===== config.mk =====
export PLATFORM = sky130hd
export DESIGN_NAME = apb4_bus_arbiter
export DESIGN_NICKNAME = d
export VERILOG_FILES = /design/src/rtl/apb4_pkg.sv /design/src/rtl/apb4_rr_picker.sv /design/src/rtl/apb4_bus_arbiter.sv
export SDC_FILE = /design/constraint.sdc
export NUM_CORES = 1
export LEC_CHECK = 0
export CAP_MARGIN = 20
export CORE_ASPECT_RATIO = 1.1
export CORE_MARGIN = 8
export CORE_UTILIZATION = 40
export DETAILED_ROUTE_END_ITERATION = 10
export PLACE_DENSITY = 0.8
export SETUP_SLACK_MARGIN = 0.05
export SLEW_MARGIN = 20
export SYNTH_ARGS = -nofsm -noshare
export SYNTH_HDL_FRONTEND = slang
export SYNTH_SLANG_ARGS = --single-unit

===== constraint.sdc =====
create_clock -name PCLK -period 1.9 [get_ports PCLK]
set_input_delay 0.475 -clock PCLK [delete_from_list [all_inputs] [get_ports PCLK]]
set_output_delay 0.475 -clock PCLK [all_outputs]
set_load 0.01 [all_outputs]

===== src/rtl/apb4_pkg.sv =====
// Shared definitions for the two-requester APB4 bus arbiter: bus width defaults,
// FSM state encodings and the lock-counter helper.
package apb4_pkg;

  localparam int unsigned DefaultDataWidth = 32;
  localparam int unsigned DefaultAddrWidth = 32;

  localparam logic [1:0] StIdle  = 2'd0;
  localparam logic [1:0] StIssue = 2'd1;
  localparam logic [1:0] StWait  = 2'd2;
  localparam logic [1:0] StResp  = 2'd3;

  function automatic logic [2:0] sat_inc3(input logic [2:0] val);
    return (val == 3'd7) ? val : val + 3'd1;
  endfunction

endpackage


===== src/rtl/apb4_rr_picker.sv =====
// Two-way round-robin owner selection with a bounded lock count that lets the
// current owner keep the bus for up to LOCK_MAX extra grants.
module apb4_rr_picker
  import apb4_pkg::*;
#(
  parameter int unsigned LOCK_MAX = 4
) (
  input  logic clk_i,
  input  logic rst_i,
  input  logic req0_i,
  input  logic req1_i,
  input  logic grant_en_i,
  input  logic release_en_i,
  input  logic owner_i,
  input  logic owner_lock_i,
  output logic winner_o
);

  logic       ptr_q, ptr_d;
  logic [2:0] cnt_q, cnt_d;

  // A lone requester always wins; the pointer only breaks ties.
  assign winner_o = (req0_i && req1_i) ? ptr_q : req1_i;

  always_comb begin
    ptr_d = ptr_q;
    cnt_d = cnt_q;
    if (release_en_i) begin
      if (owner_lock_i && (32'(cnt_q) < LOCK_MAX)) begin
        ptr_d = owner_i;
        cnt_d = sat_inc3(cnt_q);
      end else begin
        ptr_d = ~owner_i;
        cnt_d = '0;
      end
    end else if (grant_en_i && (winner_o != owner_i)) begin
      cnt_d = '0;
    end
  end

  always_ff @(posedge clk_i) begin
    if (rst_i) begin
      ptr_q <= 1'b0;
      cnt_q <= '0;
    end else begin
      ptr_q <= ptr_d;
      cnt_q <= cnt_d;
    end
  end

endmodule


===== src/rtl/apb4_bus_arbiter.sv =====
// Arbitrates two requesters onto one APB4 master bridge: registers the winning
// command, tracks the transfer and returns the response to its owner.
module apb4_bus_arbiter
  import apb4_pkg::*;
#(
  parameter int unsigned DATA_WIDTH = DefaultDataWidth,
  parameter int unsigned ADDR_WIDTH = DefaultAddrWidth,
  parameter int unsigned LOCK_MAX   = 4,
  localparam int unsigned STRB_WIDTH = DATA_WIDTH / 8
) (
  input  logic                  PCLK,
  input  logic                  PRESET,
  input  logic                  M0_REQ,
  input  logic                  M0_LOCK,
  input  logic                  M0_WRITE,
  input  logic [ADDR_WIDTH-1:0] M0_ADDR,
  input  logic [DATA_WIDTH-1:0] M0_WDATA,
  input  logic [STRB_WIDTH-1:0] M0_STRB,
  output logic                  M0_GNT,
  output logic                  M0_DONE,
  output logic [DATA_WIDTH-1:0] M0_RDATA,
  output logic                  M0_SLVERR,
  input  logic                  M1_REQ,
  input  logic                  M1_LOCK,
  input  logic                  M1_WRITE,
  input  logic [ADDR_WIDTH-1:0] M1_ADDR,
  input  logic [DATA_WIDTH-1:0] M1_WDATA,
  input  logic [STRB_WIDTH-1:0] M1_STRB,
  output logic                  M1_GNT,
  output logic                  M1_DONE,
  output logic [DATA_WIDTH-1:0] M1_RDATA,
  output logic                  M1_SLVERR,
  output logic                  TRANSFER,
  output logic                  WRITE,
  output logic [ADDR_WIDTH-1:0] ADDR,
  output logic [DATA_WIDTH-1:0] WDATA,
  output logic [STRB_WIDTH-1:0] STRB,
  input  logic                  READY,
  input  logic [DATA_WIDTH-1:0] RDATA,
  input  logic                  SLVERR,
  output logic                  OWNER
);

  logic [1:0] state_q, state_d;
  logic       owner_q;
  logic       any_req;
  logic       grant;
  logic       capture;
  logic       winner;
  logic       busy;

  assign any_req = M0_REQ | M1_REQ;
  assign grant   = (state_q == StIdle) && any_req;
  assign capture = (state_q == StWait) && READY;

  apb4_rr_picker #(
    .LOCK_MAX (LOCK_MAX)
  ) u_picker (
    .clk_i        (PCLK),
    .rst_i        (PRESET),
    .req0_i       (M0_REQ),
    .req1_i       (M1_REQ),
    .grant_en_i   (grant),
    .release_en_i (state_q == StResp),
    .owner_i      (owner_q),
    .owner_lock_i (owner_q ? M1_LOCK : M0_LOCK),
    .winner_o     (winner)
  );

  always_comb begin
    state_d = state_q;
    case (state_q)
      StIdle:  if (any_req) state_d = StIssue;
      StIssue: state_d = StWait;
      StWait:  if (READY) state_d = StResp;
      StResp:  state_d = StIdle;
      default: state_d = StIdle;
    endcase
  end

  always_ff @(posedge PCLK) begin
    if (PRESET) begin
      state_q   <= StIdle;
      owner_q   <= 1'b0;
      WRITE     <= 1'b0;
      ADDR      <= '0;
      WDATA     <= '0;
      STRB      <= '0;
      M0_RDATA  <= '0;
      M0_SLVERR <= 1'b0;
      M1_RDATA  <= '0;
      M1_SLVERR <= 1'b0;
    end else begin
      state_q <= state_d;
      // Command is frozen from ISSUE until the next grant.
      if (grant) begin
        owner_q <= winner;
        WRITE   <= winner ? M1_WRITE : M0_WRITE;
        ADDR    <= winner ? M1_ADDR  : M0_ADDR;
        WDATA   <= winner ? M1_WDATA : M0_WDATA;
        STRB    <= winner ? M1_STRB  : M0_STRB;
      end
      if (capture && !owner_q) begin
        M0_RDATA  <= RDATA;
        M0_SLVERR <= SLVERR;
      end
      if (capture && owner_q) begin
        M1_RDATA  <= RDATA;
        M1_SLVERR <= SLVERR;
      end
    end
  end

  assign busy     = (state_q != StIdle);
  assign TRANSFER = (state_q == StIssue);
  assign M0_GNT   = busy && !owner_q;
  assign M1_GNT   = busy && owner_q;
  assign M0_DONE  = (state_q == StResp) && !owner_q;
  assign M1_DONE  = (state_q == StResp) && owner_q;
  assign OWNER    = owner_q;

endmodule

==> qor.log <==
qor: status.status finished, final reports clean
qor: cells_and_area.finalNetCount 1224
qor: pwr.leak_pwr 0.003828 µW
qor: placed_design.place_worst_setup_slack -0.1157 ns
qor: worst_setup_path.critPathTopFamily buffers and inverters
qor: pwr.pwr-share-seq 31.2%
qor: clocking.post_cts.repair.setup_buffers 0
qor: sta.worst_slew_pin_slew 0.5998 ns
qor: clocking.tritoncts.num_buffers 17
qor: placed_design.io_buffers 318
qor: drt.detailed_route_wire_length 22.66 mm
qor: sta.fin_crit 1.816 ns
qor: worst_setup_path.r2r_cells 8
qor: drt.avgRoutedWirePerCell 18.07 µm
qor: sta.hold_ws 0.2845 ns
qor: worst_setup_path.crit_path_max_fanout 2
qor: yosys.ys.warnings.count 0
qor: global_routing.first_global_vias 6522
qor: worst_setup_path.crit_path_cells clkdlybuf4s50_1
qor: worst_setup_path.critical-path-slowest-cell sky130_fd_sc_hd__clkdlybuf4s50_1
qor: pwr.switchingPower 4319 µW
qor: clocking.hold_buffers 0
qor: pwr.ir_drop 750.7 µV
qor: worst_setup_path.timing.reg2reg.setup_slack 0.19 ns
qor: worst_setup_path.end_kind output port
qor: floorplan.floorplan.initialDensity 40.45%
qor: sta.totalNegativeSetupSlack 0 ns
qor: floorplan.die_height 147.3 µm
qor: yosys.synth_area_per_cell 8.458 µm²
qor: global_routing.grt_start_max_net_pins 101
qor: global_routing.antenna_found_initial 0
qor: cells_and_area.layout_common_cells sky130_fd_sc_hd__clkdlybuf4s50_1 (305), sky130_fd_sc_hd__nand2_1 (203), sky130_fd_sc_hd__dfxtp_1 (140)
qor: drt.detailroute.via_count 6438
qor: sta.grt_setup_unrepaired false
qor: sta.report.final.setup_viol 0
qor: min_path.worstHoldPathCells 2
qor: pwr.p_clk_share 26.0%
qor: worst_setup_path.critical_path_class reg2out
qor: global_routing.grt_pass1_wl 35.54 mm
qor: cells_and_area.end_of_flow_core_utilization 67.34%
qor: clocking.clock_path_buffers 2
qor: clocking.clock_tree.htree_level_count 4
qor: run.maximum_capacitance_violations 0
qor: clocking.clk_transition_reported_paths 0.06 ns
qor: clocking.clockRootBuffer sky130_fd_sc_hd__clkbuf_16
qor: sta.number_of_endpoints_with_negative_hold_slack_in_the_final_report 0
qor: yosys.synthCells 741
qor: yosys.synth_seq_cells 142
qor: floorplan.die-area 19930 µm²
qor: worst_setup_path.cp_num_buf_inv 1
qor: yosys.async_flop_share 0%
qor: yosys.synth_cell_type_count 31
qor: floorplan.io-pin-count 319
qor: worst_setup_path.reg2reg_from state_q[0]
qor: cells_and_area.syn2layout_area_growth 66.48%
qor: pwr.part_of_the_total_power_dissipated_in_combinational_logic 42.8%
qor: floorplan.core_region_area 15490 µm²
qor: worst_setup_path.crit-reg2reg-capture WDATA[0]
qor: sta.drv_slew 0
qor: sta.slew-limit-headroom 60.01%
qor: yosys.post_synth_instance_area 6267 µm²
qor: drt.post_detailed_route_drc_marker_count 0
qor: cells_and_area.layout_commonest_cell sky130_fd_sc_hd__clkdlybuf4s50_1
qor: pwr.power_per_standard_cell_area 1238 nW/µm²
qor: drt.route.antenna.remaining_nets 0
qor: sta.setup_ws 0.08417 ns
qor: drt.vias_per_cell 5.134
qor: worst_setup_path.cp_data_required_time 1.42 ns
qor: clocking.cts_tree built
qor: yosys.portion_of_the_post_synthesis_area_used_by_sequential_elements 45.36%
qor: sta.final.period_utilization 95.57%
qor: worst_setup_path.critPathLaunchType register
qor: pwr.switching_share 33.44%
qor: sta.max_freq 550.7 MHz
qor: global_routing.globalRouteOverflowTotal 0
qor: yosys.syn-num-nets 925
qor: clocking.clkSinkCount 142
qor: worst_setup_path.timing.critical_path.slowest_cell_delay 0.59 ns
qor: yosys.number_of_enable_flip_flop_cells_after_synthesis 0
qor: pwr.power_internal 8596 µW
qor: cells_and_area.proportion_of_layout_cells_with_a_drive_suffix_above_1 12.92%
qor: yosys.ys.flop_type sky130_fd_sc_hd__dfxtp_1
qor: sta.final.setup_skew 0.006903 ns
qor: drt.drtPass1Iterations 5
qor: worst_setup_path.cp.arrival 1.34 ns
qor: drt.detail_route.iter0.violations 230
qor: floorplan.num_rows 48
qor: cells_and_area.filler_cell_count_in_the_final_layout 1258
qor: min_path.min_from PRESET
qor: placed_design.globalplace.congestion 0.7976
qor: clocking.clkLatencyLatePin 0.41 ns
qor: floorplan.fp.dieW 135.3 µm
qor: min_path.min_delay_worst_endpoint state_q[1]
qor: global_routing.grt_use_total 22.44%
qor: min_path.worst_hold_path_type in2reg
qor: placed_design.post-dp-hpwl 17.03 mm
## cell families (layout without fill, tap and decap cells)
logic type | after synthesis | count (layout) | share of synthesized area [%]
AO/OA/AOI/OAI | 145 | 145 | 21.94
adder cells (fa/ha/maj) | 6 | 6 | 1.198
buffers and inverters | 75 | 387 | 6.289
flip-flops | 142 | 142 | 45.36
multiplexers | 4 | 4 | 0.6788
other | 0 | 1 | 0
AND/OR/NAND/NOR | 369 | 369 | 24.54
## Yosys cell counts (2+ instances only)
library cell / number / share of area [%]
sky130_fd_sc_hd__a21oi_1: 68 / 5.4
sky130_fd_sc_hd__a311oi_1: 9 / 1.3
sky130_fd_sc_hd__a311oi_2: 60 / 14
sky130_fd_sc_hd__a32oi_1: 2 / 0.28
sky130_fd_sc_hd__buf_1: 2 / 0.12
sky130_fd_sc_hd__buf_2: 27 / 2.2
sky130_fd_sc_hd__buf_4: 5 / 0.60
sky130_fd_sc_hd__buf_6: 8 / 1.4
sky130_fd_sc_hd__clkbuf_1: 27 / 1.6
sky130_fd_sc_hd__dfxtp_1: 142 / 45
sky130_fd_sc_hd__ha_1: 6 / 1.2
sky130_fd_sc_hd__inv_1: 6 / 0.36
sky130_fd_sc_hd__mux2_1: 2 / 0.36
sky130_fd_sc_hd__mux2i_1: 2 / 0.32
sky130_fd_sc_hd__nand2_1: 203 / 12
sky130_fd_sc_hd__nand2b_1: 5 / 0.50
sky130_fd_sc_hd__nand3_1: 70 / 5.6
sky130_fd_sc_hd__nor2_1: 78 / 4.7
sky130_fd_sc_hd__nor2b_1: 5 / 0.50
sky130_fd_sc_hd__o21ai_0: 3 / 0.24
## per-layer routing
| layer | vias to the layer above | wire, µm | track usage (%) |
|---|---|---|---|
| li1 | 3153 | - | - |
| met4 | 0 | 673 | 9.672 |
| met2 | 283 | 10910 | 37.62 |
| met3 | 34 | 2493 | 8.709 |
| met5 | - | 0 | 0 |
| met1 | 2968 | 8573 | 24.58 |
## stage by stage
step | cell area (µm²) | cells | power (µW)
floorplan | 6267 | 741 | 6862
global placement | 9813 | 1221 | 9488
detailed placement | 9813 | 1221 | 9636
CTS | 10410 | 1253 | 13040
global route | 10430 | 1253 | 13610
finish | 10430 | 1254 | 12920
## power groups by stage
stage | Combinational (µW) | Sequential, µW | Clock [µW]
2_1_floorplan | 2540 | 4320 | 0
3_3_place_gp | 5450 | 4040 | 0
3_5_place_dp | 5580 | 4060 | 0
4_1_cts | 5560 | 4020 | 3450
5_1_grt | 5930 | 4100 | 3580
6_report | 5520 | 4030 | 3360
## timing repair
action / CTS / global route
pin swaps: 0 / 0
endpoints found under the setup margin: 8 / 7
gates resized for setup: 21 / 8
## cell type report
type	instances	area (µm²)	area share (%)
repair buffers	349	3651	34.99
multi-input cells	524	3060	29.33
flip-flops and latches	142	2850	27.32
clock buffers	18	429.2	4.113
well taps	200	250.2	2.398
clock inverters	14	167.7	1.607
inverters	6	22.52	0.2159
diodes	1	2.502	0.02398
## worst max path at each step
stage	from	end	slack, ns	cells past startpoint
floorplan	state_q[0]	M0_RDATA[25]	0.38	8
finish	WDATA[1]	WDATA[1]	0.08	1
global placement	M0_REQ	ADDR[6]	-0.03	7
CTS	state_q[0]	M1_DONE	0.05	3
global route	ADDR[14]	ADDR[14]	0.05	1
detailed placement	M0_REQ	ADDR[4]	-0.12	7
## sequential cells by signal (all words and copies together), names as in the netlist
| name | flops |
|---|---|
| ADDR | 32 |
| M0_RDATA | 32 |
| M0_SLVERR | 1 |
| M1_RDATA | 32 |
| M1_SLVERR | 1 |
| OWNER | 1 |
| STRB | 4 |
| WDATA | 32 |
| WRITE | 1 |
| state_q | 2 |
| u_picker.cnt_q | 3 |
| u_picker.ptr_q | 1 |
Power figures use the tool's default switching activity.
